<file path="src/rtl/flash_arbiter.sv">
// Round-robin arbiter and command sequencer sharing one mem_array flash block
// between four requesters; all outputs are registered.
module flash_arbiter #(
    parameter int TIMEOUT = 200
) (
    input  logic        clk,
    input  logic        rst,
    input  logic [3:0]  req,
    input  logic [7:0]  op,
    input  logic [31:0] addr,
    input  logic [31:0] wdata,
    input  logic [11:0] pid,
    output logic [3:0]  gnt,
    output logic [3:0]  done,
    output logic [7:0]  rdata,
    output logic [1:0]  err_code,
    output logic        active,
    output logic [7:0]  f_addr,
    output logic [7:0]  f_data_in,
    output logic [2:0]  f_pid,
    output logic        f_read_enable,
    output logic        f_write_enable,
    output logic        f_erase,
    input  logic [7:0]  f_data_out,
    input  logic        f_out_ready,
    input  logic        f_readwrite_valid,
    input  logic        f_erase_done,
    input  logic        f_error,
    input  logic        f_busy
);

    typedef enum logic [1:0] {
        IDLE  = 2'd0,
        WAIT  = 2'd1,
        DRAIN = 2'd2
    } state_t;

    localparam logic [1:0] OP_READ    = 2'b00;
    localparam logic [1:0] OP_WRITE   = 2'b01;
    localparam logic [1:0] OP_ERASE   = 2'b10;
    localparam logic [1:0] OP_ILLEGAL = 2'b11;

    localparam logic [1:0] ST_OK      = 2'b00;
    localparam logic [1:0] ST_FLASH   = 2'b01;
    localparam logic [1:0] ST_TIMEOUT = 2'b10;
    localparam logic [1:0] ST_ILLEGAL = 2'b11;

    localparam logic [7:0] TIMEOUT_CNT = 8'(TIMEOUT);

    state_t      state, state_d;
    logic [1:0]  ptr, ptr_d;
    logic [1:0]  cmd_port, cmd_port_d;
    logic [1:0]  cmd_op, cmd_op_d;
    logic [7:0]  cnt, cnt_d;
    logic        illegal_pend, illegal_pend_d;

    logic [3:0]  gnt_d, done_d;
    logic [7:0]  rdata_d;
    logic [1:0]  err_code_d;
    logic        active_d;
    logic [7:0]  f_addr_d, f_data_in_d;
    logic [2:0]  f_pid_d;
    logic        f_read_enable_d, f_write_enable_d, f_erase_d;

    logic [1:0]  port_op   [4];
    logic [7:0]  port_addr [4];
    logic [7:0]  port_wdata[4];
    logic [2:0]  port_pid  [4];

    logic [1:0]  win;
    logic        op_complete;
    logic        flags_active;
    logic [7:0]  cnt_inc;

    always_comb begin
        for (int i = 0; i < 4; i++) begin
            port_op[i]    = op[2*i +: 2];
            port_addr[i]  = addr[8*i +: 8];
            port_wdata[i] = wdata[8*i +: 8];
            port_pid[i]   = pid[3*i +: 3];
        end
    end

    // Search starts just after the last port served so no requester can starve.
    always_comb begin
        logic       found;
        logic [1:0] cand;
        found = 1'b0;
        cand  = ptr;
        win   = ptr + 2'd1;
        for (int i = 1; i <= 4; i++) begin
            cand = ptr + 2'(i);
            if (!found && req[cand]) begin
                win   = cand;
                found = 1'b1;
            end
        end
    end

    always_comb begin
        op_complete = 1'b0;
        case (cmd_op)
            OP_READ:  op_complete = f_out_ready;
            OP_WRITE: op_complete = f_readwrite_valid;
            OP_ERASE: op_complete = f_erase_done;
            default:  op_complete = 1'b0;
        endcase
    end

    assign flags_active = f_out_ready | f_readwrite_valid | f_erase_done | f_error | f_busy;
    assign cnt_inc      = cnt + 8'd1;

    always_comb begin
        state_d          = state;
        ptr_d            = ptr;
        cmd_port_d       = cmd_port;
        cmd_op_d         = cmd_op;
        cnt_d            = cnt;
        illegal_pend_d   = illegal_pend;
        gnt_d            = 4'b0000;
        done_d           = 4'b0000;
        err_code_d       = ST_OK;
        rdata_d          = rdata;
        f_addr_d         = f_addr;
        f_data_in_d      = f_data_in;
        f_pid_d          = f_pid;
        f_read_enable_d  = f_read_enable;
        f_write_enable_d = f_write_enable;
        f_erase_d        = f_erase;

        case (state)
            IDLE: begin
                if (|req) begin
                    ptr_d      = win;
                    cmd_port_d = win;
                    cmd_op_d   = port_op[win];
                    gnt_d      = 4'b0001 << win;
                    cnt_d      = 8'd0;
                    // An illegal op never touches the flash; its done is issued from DRAIN.
                    if (port_op[win] == OP_ILLEGAL) begin
                        state_d        = DRAIN;
                        illegal_pend_d = 1'b1;
                    end else begin
                        state_d          = WAIT;
                        f_addr_d         = port_addr[win];
                        f_data_in_d      = port_wdata[win];
                        f_pid_d          = port_pid[win];
                        f_read_enable_d  = (port_op[win] == OP_READ);
                        f_write_enable_d = (port_op[win] == OP_WRITE);
                        f_erase_d        = (port_op[win] == OP_ERASE);
                    end
                end
            end

            WAIT: begin
                if (f_error || op_complete || (cnt_inc == TIMEOUT_CNT)) begin
                    state_d          = DRAIN;
                    cnt_d            = 8'd0;
                    f_read_enable_d  = 1'b0;
                    f_write_enable_d = 1'b0;
                    f_erase_d        = 1'b0;
                    done_d           = 4'b0001 << cmd_port;
                    if (f_error) begin
                        err_code_d = ST_FLASH;
                    end else if (op_complete) begin
                        err_code_d = ST_OK;
                        if (cmd_op == OP_READ) begin
                            rdata_d = f_data_out;
                        end
                    end else begin
                        err_code_d = ST_TIMEOUT;
                    end
                end else begin
                    cnt_d = cnt_inc;
                end
            end

            DRAIN: begin
                if (illegal_pend) begin
                    done_d         = 4'b0001 << cmd_port;
                    err_code_d     = ST_ILLEGAL;
                    illegal_pend_d = 1'b0;
                end
                // Stale flags from the last command must clear before the next issue.
                if (!flags_active) begin
                    state_d = IDLE;
                end
            end

            default: begin
                state_d = IDLE;
            end
        endcase

        active_d = (state_d != IDLE);
    end

    always_ff @(posedge clk) begin
        if (rst) begin
            state          <= IDLE;
            ptr            <= 2'd3;
            cmd_port       <= 2'd0;
            cmd_op         <= 2'd0;
            cnt            <= 8'd0;
            illegal_pend   <= 1'b0;
            gnt            <= 4'b0000;
            done           <= 4'b0000;
            rdata          <= 8'd0;
            err_code       <= 2'b00;
            active         <= 1'b0;
            f_addr         <= 8'd0;
            f_data_in      <= 8'd0;
            f_pid          <= 3'd0;
            f_read_enable  <= 1'b0;
            f_write_enable <= 1'b0;
            f_erase        <= 1'b0;
        end else begin
            state          <= state_d;
            ptr            <= ptr_d;
            cmd_port       <= cmd_port_d;
            cmd_op         <= cmd_op_d;
            cnt            <= cnt_d;
            illegal_pend   <= illegal_pend_d;
            gnt            <= gnt_d;
            done           <= done_d;
            rdata          <= rdata_d;
            err_code       <= err_code_d;
            active         <= active_d;
            f_addr         <= f_addr_d;
            f_data_in      <= f_data_in_d;
            f_pid          <= f_pid_d;
            f_read_enable  <= f_read_enable_d;
            f_write_enable <= f_write_enable_d;
            f_erase        <= f_erase_d;
        end
    end

endmodule
</file>
<file path="config.mk">
export PLATFORM = sky130hd
export DESIGN_NAME = flash_arbiter
export DESIGN_NICKNAME = d
export VERILOG_FILES = /design/src/rtl/flash_arbiter.sv
export SDC_FILE = /design/constraint.sdc
export NUM_CORES = 1
export LEC_CHECK = 0
export CELL_PAD_IN_SITES_DETAIL_PLACEMENT = 1
export CELL_PAD_IN_SITES_GLOBAL_PLACEMENT = 1
export CORE_ASPECT_RATIO = 1.5
export CORE_MARGIN = 1.5
export CORE_UTILIZATION = 34
export CTS_BUF_LIST = sky130_fd_sc_hd__clkbuf_8 sky130_fd_sc_hd__clkbuf_16
export CTS_CLUSTER_DIAMETER = 100
export DETAILED_ROUTE_END_ITERATION = 6
export HOLD_SLACK_MARGIN = 0.05
export PLACE_DENSITY_LB_ADDON = 0.08
export SYNTH_ARGS = -nofsm -noshare
export SYNTH_HDL_FRONTEND = slang
export SYNTH_SLANG_ARGS = --single-unit
</file>
<file path="constraint.sdc">
create_clock -name clk -period 4 [get_ports clk]
set_clock_uncertainty 0.15 [all_clocks]
set_input_delay 0.4 -clock clk [delete_from_list [all_inputs] [get_ports clk]]
set_output_delay 0.4 -clock clk [all_outputs]
set_load 0.01 [all_outputs]
</file>
; After elaboration in Yosys (flattened, before gate mapping)
; Index checks and enable logic that the tools add are counted.
[totals]
regBits = 58
[op_classes]
n_shift = 2
n_lt_le_gt_ge = 5
eq_ne = 12
add_sub_neg = 4
bitwise_logic = 9
n_reduce_logical = 22
muxes = 56
[ops]
columns = op, count
row1 = $mux W8, 6
row2 = $bmux W8 S2, 2
row3 = $mux W2, 13
row4 = $mux W1, 16
row5 = $pmux W8 S2, 1
row6 = $lt A2 B3 Y1 const B, 4
row7 = $add A8 B1 Y8 const B, 1
row8 = $bmux W1 S2, 4
row9 = $eq A2 B2 Y1 const B, 4
row10 = $eq A8 B8 Y1 const B, 1
row11 = $mux W4, 2
row12 = $ne A2 B2 Y1 const B, 4
row13 = $pmux W1 S2, 4
row14 = $pmux W4 S2, 1
row15 = $shl A1 B2 Y4 const A, 2
row16 = $bmux W3 S2, 1
row17 = $eq A2 B1 Y1 const B, 3
row18 = $logic_not A2 Y1, 3
row19 = $mux W3, 2
row20 = $pmux W2 S3, 1
row21 = $reduce_and A3 Y1, 2
row22 = $reduce_bool A2 Y1, 3
row23 = $reduce_and A5 Y1, 1
row24 = $add A2 B2 Y2 const B, 2
row25 = 15 further kinds, 27

; Depth between registers and ports, before layout
; Gate-level depths: netlist (run 1).
[logic_depth]
depth_word = 22
depth_mapped = 8
depth_no_buf = 7

; Least setup slack after synthesis (run 1)
; No wires, ideal clock.
[synth_timing]
path_kind = in2reg
start = in req[1]
end = reg f_data_in[0]
path_buffers = 2
t_arrival_ps = 1943
slack_ps = 1773
t_required_ps = 3715
setup_time_ps = 135
stages = 8
cell_sequence = nor2_1 -> a211o_1 -> and3_4 -> buf_6 -> a32o_2 -> o31ai_4 -> buf_6 -> o32ai_2
[synth_via]
elab_chain_len = 19
word_cells_on_any_way = 31
cone_classes = eq/ne (1) / mux (20) / bitwise (2) / reduce/logical (8)
[synth_rtl]
columns = item, line_no
row1 = from (decl), 8  ; input logic [3:0] req,
row2 = $bmux W1 S2, 93  ; if (!found && req[cand]) begin
row3 = $mux W1 (not written as such), 93
row4 = $mux W1, 93
row5 = $logic_not A1 Y1, 93
row6 = $logic_and A1 B1 Y1, 93
row7 = $mux W1, 93
row8 = $logic_not A1 Y1, 93
row9 = $logic_and A1 B1 Y1, 93
row10 = [2 not listed], -
row11 = $logic_and A1 B1 Y1, 93
row12 = $mux W2, 93
row13 = $not A2 Y3 (not written as such), "140, 146"
row14 = $bmux W2 S2, 140  ; if (port_op[win] == OP_ILLEGAL) begin
row15 = $mux W2 (not written as such) (2 in series), 140
row16 = $eq A2 B2 Y1, 140
row17 = $not A1 Y1 (no line), -
row18 = $reduce_and A3 Y1 (no line), -
row19 = to (signal assigned), 230  ; f_data_in <= f_data_in_d;
row20 = to (decl), 19  ; output logic [7:0] f_data_in,
; Several ways; a longest one is shown, not always the timed one. The select of a mux whose other input is x is not followed.
; A chain may end at the register's enable or synchronous reset.

; Final worst setup path (run 1)
[layout_timing]
start = in req[1]
end = reg f_data_in[7]
; The elaborated chain is that of the path after synthesis.

==> flow_summary.ini, run 1 <==
[yosys]
syn_nets = 465
synth_ff_type = dfxtp_1
yosysUniqueCellTypes = 56
synth_warnings = 0
syn_inst = 357
netlist_top_cells_area = dfxtp_1, mux2i_1, mux2_2
synth_edf_count = 0
yosysSeqAreaShare_pct = 34.2
async_flop_share_pct = 0
yosysTopAreaCell = dfxtp_1
synth_top_area_share_pct = 34.2
avgSynthCellArea_um2 = 9.50
ys_ff_latch = 58
synth_area_um2 = 3390

[finish]
diodes = 0
num-fill-cells = 1103
finalNetCount = 602
area_growth_pct = 52.6
drive_above_1_share_pct = 12.3

[setup_path]
start_kind = input pin
crit_path_end = f_data_in[7]$_SDFFE_PP0P_
worstRegToRegCells = 6
worst_path_max_delay_cell = o31ai_4
cp_top_family = compound AO/OA/AOI/OAI gates
cp.buffers_inverters = 1
worstSetupStartpoint = req[1]
r2r_start = ptr[1]$_SDFFE_PP1P_
critPathCaptureType = flop
required_ps = 4000
rr_endpoint = f_data_in[7]$_SDFFE_PP0P_
cp_data_arrival_time_ps = 3190
worstSetupPathType = input pin to flop
worst-path-stages = 7
path_max_fanout = 19
critical_path.max_stage_delay_ps = 820
reg2reg_slack_ps = 960
path_cells = clkdlybuf4s50_1 > nor2_1 > o31ai_1 > o21ai_1 > a32o_2 > o31ai_4 > o32ai_1

[pwr]
powerDensity_nw_per_um2 = 646
ir_worst_vdd_v = 0.000325
p_total_mw = 3.35
p_leak_nw = 1.85

[global_routing]
grt_max_degree = 50
grt_pass1_wl_mm = 17.4
track_usage_pct = 20.4
overflow = 0
antenna_found_initial = 0
grt_pass1_vias = 3472

[sta]
fmax_mhz = 314
worstMarginPinSlew_ps = 1160
finalMaxSlewViolations = 0
rsz0062_at_grt = false
finalSetupViolations = 0
period_share_pct = 79.6
final_hold_viol_count = 0
period_minus_slack_ps = 3180
slew_headroom_pct = 22.1
finalSetupTns_ps = 0

[placement]
gp_congestion = 0.830
hpwl_mm = 8.00
io_buffers = 143

[cts]
cts-root-buf = clkbuf_16
cts_hold_buf = 0
htreeDepth = 3
cts_buffers = 9
cts_sinks = 58
tritoncts = done
clock_latency_ps = 330
post_cts_resize_count = 0
clock_path_buffers = 2
clk_pin_slew_ps = 50
cts_setup_buffers = 0

[job]
max_cap_violations = 0

[min_path]
hold_path.class = flop to flop
hold_depth = 2

[drt]
via_per_inst = 5.31
drt_wl_total_mm = 10.5
firstDrtPassIters = 4
drt_iter0_drc = 112
antenna_left = 0
wl_per_cell_um = 17.2
dr_total_vias = 3251
drcViolationCount = 0

[floorplanning]
initial_utilization_pct = 35.0
core_um2 = 9690
die_area_um2 = 10600
row_count = 44
die_w_um = 84.6
die_height_um = 125
ios = 144

[outcome]
status = finished clean
[layout make-up]
cell class	count	area [µm²]	area share (%)
Clock buffer	11	253	4.88
Inverter	27	101	1.96
Sequential cell	58	1160	22.4
Tap cell	115	144	2.78
Timing Repair Buffer	145	1440	27.8
Clock inverter	3	40.0	0.774
Multi-Input combinational cell	253	2040	39.3
[registers in the layout (all words and copies together), names as in the netlist, 2 cells and up]
signal	cells
cnt	8
f_addr	8
f_data_in	8
rdata	8
done	4
gnt	4
f_pid	3
cmd_op	2
cmd_port	2
err_code	2
ptr	2
state	2
[metrics by stage]
step / utilization (%) / area [µm²] / setup slack (ps) / hold slack, ps / instances
2_1_floorplan: - / 3390 / 1770 / 296 / 357
3_3_place_gp: 50.4 / 4880 / 603 / 312 / 598
3_5_place_dp: 50.4 / 4880 / 458 / 320 / 598
4_1_cts: 53.4 / 5180 / 739 / 327 / 612
5_1_grt: 53.4 / 5180 / 551 / 356 / 612
6_report: 53.4 / 5180 / 817 / 325 / 612
[placed cells by master, fill, tap and decap left out, drive strengths merged, types with 4 or more instances in the layout]
| cell type | netlist | layout |
|---|---|---|
| clkdlybuf4s50 | 0 | 142 |
| dfxtp | 58 | 58 |
| mux2i | 47 | 47 |
| inv | 27 | 27 |
| nor2 | 22 | 22 |
| mux2 | 20 | 20 |
| o32ai | 19 | 19 |
| nand2 | 18 | 18 |
| a21oi | 14 | 14 |
| o21ai | 14 | 14 |
| clkbuf | 10 | 11 |
| nand3 | 8 | 8 |
| nand2b | 6 | 6 |
| nor2b | 6 | 6 |
| a31oi | 6 | 6 |
| ha | 5 | 5 |
| and3 | 5 | 5 |
| a211o | 4 | 4 |
| a211oi | 4 | 4 |
[where the power goes]
part,internal (mW),switching (mW)
combinational,0.816,0.896
clock,0.505,0.253
sequential,0.754,0.122
[cells in the mapped netlist, drive strengths merged, types with 3 or more instances]
cell type and n:
a211o 4, a211oi 4, a21oi 14, a221oi 3, a22oi 3, a311oi 3, a31oi 6, and3 5
buf 9, clkbuf 10, dfxtp 58, ha 5, inv 27, mux2 20, mux2i 47, nand2 18
nand2b 6, nand3 8, nand4 3, nor2 22, nor2b 6, nor3 3, nor4 3, o21a 3
o21ai 14, o31ai 3, o32ai 19, or3 3, or4 3
[cell families after synthesis]
family / after synthesis / synth area share, %
flops: 58 / 34.2
fa+ha+maj: 5 / 1.84
mux: 67 / 20.5
buf+inv: 46 / 5.98
simple gates: 89 / 13.8
xor+xnor: 1 / 0.258
compound gates: 91 / 23.3
[worst reg2reg max path: stages (launching register included)]
cell,delay (ps)
dfxtp_1,480
nor2b_1,110
o31ai_1,540
o21ai_1,220
a32o_2,370
o31ai_4,820
o32ai_1,180
[routing by layer]
| layer | GRT usage [%] | share of wire (%) | wire [µm] |
|---|---|---|---|
| met4 | 5.98 | 1.3 | 142 |
| met1 | 22.0 | 40 | 4180 |
| met3 | 4.75 | 5.4 | 569 |
| met5 | 0 | 0 | 0 |
| met2 | 38.8 | 54 | 5650 |
[worst min path at each step]
stage,startpoint,end
final,f_addr[3]$_SDFFE_PP0P_,f_addr[3]$_SDFFE_PP0P_
after global routing,f_data_in[0]$_SDFFE_PP0P_,f_data_in[0]$_SDFFE_PP0P_
after CTS,f_addr[3]$_SDFFE_PP0P_,f_addr[3]$_SDFFE_PP0P_
after detailed placement,f_pid[2]$_SDFFE_PP0P_,f_pid[2]$_SDFFE_PP0P_
after global placement,illegal_pend$_SDFFE_PP0P_,illegal_pend$_SDFFE_PP0P_
after floorplan,illegal_pend$_SDFFE_PP0P_,illegal_pend$_SDFFE_PP0P_
No activity file was read; power rests on OpenSTA's default activity.
==> run 2: changes to the inputs <==
CORE_UTILIZATION = 28   (was 34)
clock period = 2.84 ns   (was 4 ns; I/O delays follow)
==> run 2 against run 1 <==
Compared with the run above:
- sequential share of layout area shrank 0.79 points
- wire length grew 7.5%
- sequential cell count is the same
- via count grew 4.6%
- critical path type is now flop to flop
- critical endpoint is now done[1]$_SDFF_PP0_
- largest cell class unchanged
- largest power group unchanged
==> flow_summary.ini, run 2 (synthesis gave the netlist of run 1 again) <==
[outcome]
status = finished clean

[placement]
hpwl_mm = 8.69
placed_cell_area_um2 = 5060
gp_congestion = 0.751
dp.cells = 650
io_buffers = 143

[finish]
finalNetCount = 616
final_cell_mix = clkdlybuf4s50_1, dfxtp_1, mux2i_1
fin_cells = 665
drive_above_1_share_pct = 14.8
diodes = 0
design_area_um2 = 5370
area_growth_pct = 58.2
layout_commonest_cell = clkdlybuf4s50_1

[drt]
drcViolationCount = 0
firstDrtPassIters = 4
dr_total_vias = 3400
wl_per_cell_um = 17.0
via_per_inst = 5.11
drt_wl_total_mm = 11.3
drt_iter0_drc = 66
antenna_left = 0

[floorplanning]
die_height_um = 138
core_um2 = 11900
die_w_um = 92.9
ios = 144
die_area_um2 = 12800
initial_utilization_pct = 28.5
row_count = 49

[sta]
period_share_pct = 89.9
worstMarginPinSlew_ps = 667
finalSetupViolations = 0
finalSetupTns_ps = 0
rsz0062_at_grt = false
finalMaxSlewViolations = 0
period_minus_slack_ps = 2550
final_hold_viol_count = 0
fmax_mhz = 392
slew_headroom_pct = 55.5

[cts]
cts-root-buf = clkbuf_16
cts_setup_buffers = 0
clk_pin_slew_ps = 60
cts_buffers = 9
cts_sinks = 58
cts_hold_buf = 0
htreeDepth = 3
clock_latency_ps = 330
clock_path_buffers = 2
post_cts_resize_count = 0
tritoncts = done

[global_routing]
grt_pass1_wl_mm = 17.8
grt_pass1_vias = 3584
grt_max_degree = 41
overflow = 0
track_usage_pct = 17.8
antenna_found_initial = 0

[setup_path]
worstSetupPathType = flop to flop
required_ps = 2920
r2r_start = cnt[0]$_SDFFE_PP0P_
cp_data_arrival_time_ps = 2630
worstSetupStartpoint = cnt[0]$_SDFFE_PP0P_
path_max_fanout = 7
start_kind = flop
critPathCaptureType = flop

[pwr]
p_sw_share_pct = 37.7
ir_worst_vdd_v = 0.000412
p_leak_nw = 1.93
internal_power_mw = 3.08
seq_power_share_pct = 25.0
clkPwrFrac_pct = 22.5
p_comb_share_pct = 52.6
powerDensity_nw_per_um2 = 922
switching_power_mw = 1.87

[min_path]
hold_path.class = input pin to flop
min_from = rst

[job]
max_cap_violations = 0
==> run 2: cell type report <==
type                       instances  area (µm²)
tap                              153         191
clock inverter                     4        51.3
sequential                        58        1160
clock buffer                      11         253
inverter                          27         101
fill                            1360        6530
multi-input combinational        253        2040
timing repair buffer             159        1570
==> run 2: worst paths after layout <==
path | end | slack [ps] | cells past startpoint
max | done[1]$_SDFF_PP0_ | 290 | 7
min | rdata[6]$_SDFFE_PP0P_ | 230 | 2
max reg2reg | done[1]$_SDFF_PP0_ | 290 | 7
min reg2reg | f_addr[5]$_SDFFE_PP0P_ | 320 | 2
==> run 2: per-stage QoR <==
step	total power, mW	setup WS (ps)	hold WS [ps]	utilization (%)
finish	4.95	288	235	45.1
global route	5.26	75.6	267	45.1
CTS	5.02	225	230	45.1
detailed placement	3.88	-19.5	320	42.6
global placement	3.83	23.9	311	42.6
floorplan	2.82	616	274	-
==> run 2: power groups by stage <==
stage	Clock, mW	Sequential, mW	Combinational [mW]
after floorplan	0	1.30	1.52
after global placement	0	1.24	2.59
after detailed placement	0	1.25	2.63
after CTS	1.14	1.23	2.64
after global routing	1.17	1.26	2.82
final	1.11	1.23	2.60
==> run 2: critical path: stages, from the launching register on <==
cell      delay [ps]
dfxtp_1          440
ha_1             290
nand3_1          140
or3_1            360
a211oi_2         380
a21boi_1         160
o21a_1           240
nor4b_1          300
==> run 2: layer usage <==
layer  up-vias  wire, µm  track usage [%]
li1       1636         -                -
met1      1651      4580             19.6
met2       100      5980             33.4
met3        13       573             2.92
met4         0       208             7.66
met5         -         0                0
==> run 3: changes to the inputs <==
PLACE_DENSITY = 0.82   (was unset)
PLACE_DENSITY_LB_ADDON = unset   (was 0.08)
==> run 3 against run 2 <==
Compared with the run above:
- combinational power hardly changed
- total power is 1.7% higher
- count of clock-buffer cells in the layout is 1 higher
- register-to-register slack worse by 90 ps
- sequential share of layout area hardly changed
- final cell count is 0.75% lower
- non-clock buffer count is 6 lower
- sequential power hardly changed
- maximum frequency is 3.6% lower
- critical endpoint unchanged
==> flow_summary.ini, run 3 (synthesis gave the netlist of run 1 again) <==
[cts]
cts_setup_buffers = 0
cts_buffers = 9
tritoncts = done
clock_latency_ps = 330
htreeDepth = 3
cts_hold_buf = 0
clk_pin_slew_ps = 50
post_cts_resize_count = 0
cts-root-buf = clkbuf_16
cts_sinks = 58
clock_path_buffers = 2

[min_path]
min_delay_worst_endpoint = cmd_port[1]$_SDFFE_PP0P_
min_from = rst
hold_path.class = input pin to flop
hold_depth = 2

[global_routing]
grt_pass1_vias = 3766
grt_pass1_wl_mm = 18.3
overflow = 0
grt_max_degree = 39
track_usage_pct = 18.2
antenna_found_initial = 0

[setup_path]
path_max_fanout = 7
worstSetupStartpoint = cnt[0]$_SDFFE_PP0P_
worst_path_max_delay_cell = dfxtp_1
cp_data_arrival_time_ps = 2710
critical_path.max_stage_delay_ps = 450
worst-path-stages = 7
start_kind = flop
cp.buffers_inverters = 0
worstSetupPathType = flop to flop
cp_top_family = simple AND/OR/NAND/NOR gates
r2r_start = cnt[0]$_SDFFE_PP0P_
path_cells = ha_1 > nand3_1 > or3_1 > a211oi_2 > a21boi_1 > o21a_1 > nor4b_2
critPathCaptureType = flop
worstRegToRegCells = 7
reg2reg_slack_ps = 190
rr_endpoint = done[1]$_SDFF_PP0_
required_ps = 2900

[sta]
worst_slack_ps = 193
finalSetupViolations = 0
rsz0062_at_grt = false
finalSetupTns_ps = 0
whs_ps = 293
fmax_mhz = 378
period_share_pct = 93.2
final_hold_viol_count = 0
worstMarginPinSlew_ps = 792
finalMaxSlewViolations = 0
period_minus_slack_ps = 2650
slew_headroom_pct = 46.6

[drt]
dr_total_vias = 3412
drcViolationCount = 0
antenna_left = 0
drt_iter0_drc = 140
drt_wl_total_mm = 11.6
wl_per_cell_um = 17.5
via_per_inst = 5.17
firstDrtPassIters = 4

[floorplanning]
row_count = 49
die_area_um2 = 12800
initial_utilization_pct = 28.5
die_w_um = 92.9
ios = 144
die_height_um = 138
core_um2 = 11900

[placement]
pre_cts_slack_ps = 39.2
gp_congestion = 0.772
io_buffers = 143
hpwl_mm = 9.00

[pwr]
ir_worst_vdd_v = 0.000384
p_leak_nw = 1.93
powerDensity_nw_per_um2 = 936

[job]
max_cap_violations = 0

[finish]
num-fill-cells = 1355
drive_above_1_share_pct = 14.2
finalNetCount = 610
layout_commonest_cell = clkdlybuf4s50_1
area_growth_pct = 58.4
diodes = 0
final_cell_mix = clkdlybuf4s50_1, dfxtp_1, mux2i_1

[outcome]
status = finished clean
run 3: worst max path at each step:
| stage | endpoint | slack [ps] |
|---|---|---|
| after CTS | done[1]$_SDFF_PP0_ | 80 |
| after global routing | done[1]$_SDFF_PP0_ | 40 |
| after detailed placement | f_addr[4]$_SDFFE_PP0P_ | 40 |
| after floorplan | rdata[0]$_SDFFE_PP0P_ | 620 |
| after global placement | f_erase$_SDFFE_PP0P_ | 140 |
| final | done[1]$_SDFF_PP0_ | 190 |
run 3: power by group:
part	total, mW	switching, mW	internal [mW]
Combinational	2.57	1.31	1.27
Clock	1.21	0.375	0.837
Sequential	1.25	0.185	1.06
Total	5.03	1.87	3.16
run 3: final cells by class:
| class | instances | area (µm²) | area share [%] |
|---|---|---|---|
| Clock buffer | 12 | 267 | 4.96 |
| Multi-Input combinational cell | 253 | 2040 | 38.0 |
| Inverter | 27 | 101 | 1.89 |
| Tap cell | 153 | 191 | 3.56 |
| Clock inverter | 4 | 72.6 | 1.35 |
| Sequential cell | 58 | 1160 | 21.6 |
| Timing Repair Buffer | 153 | 1540 | 28.6 |
run 3: routing by layer:
| metal | vias up | track usage, % | wire length [µm] |
|---|---|---|---|
| li1 | 1624 | - | - |
| met1 | 1630 | 17.2 | 4290 |
| met2 | 137 | 36.9 | 6260 |
| met3 | 21 | 4.25 | 770 |
| met4 | 0 | 7.07 | 252 |
| met5 | - | 0 | 0 |
run 3: through the flow:
| step | instances | area, µm² | power (mW) | util, % |
|---|---|---|---|---|
| floorplan | 357 | 3390 | 2.82 | - |
| global placement | 644 | 5030 | 3.72 | 42.3 |
| detailed placement | 644 | 5030 | 3.84 | 42.3 |
| CTS | 660 | 5370 | 5.09 | 45.1 |
| global route | 660 | 5370 | 5.33 | 45.2 |
| finish | 660 | 5370 | 5.03 | 45.2 |
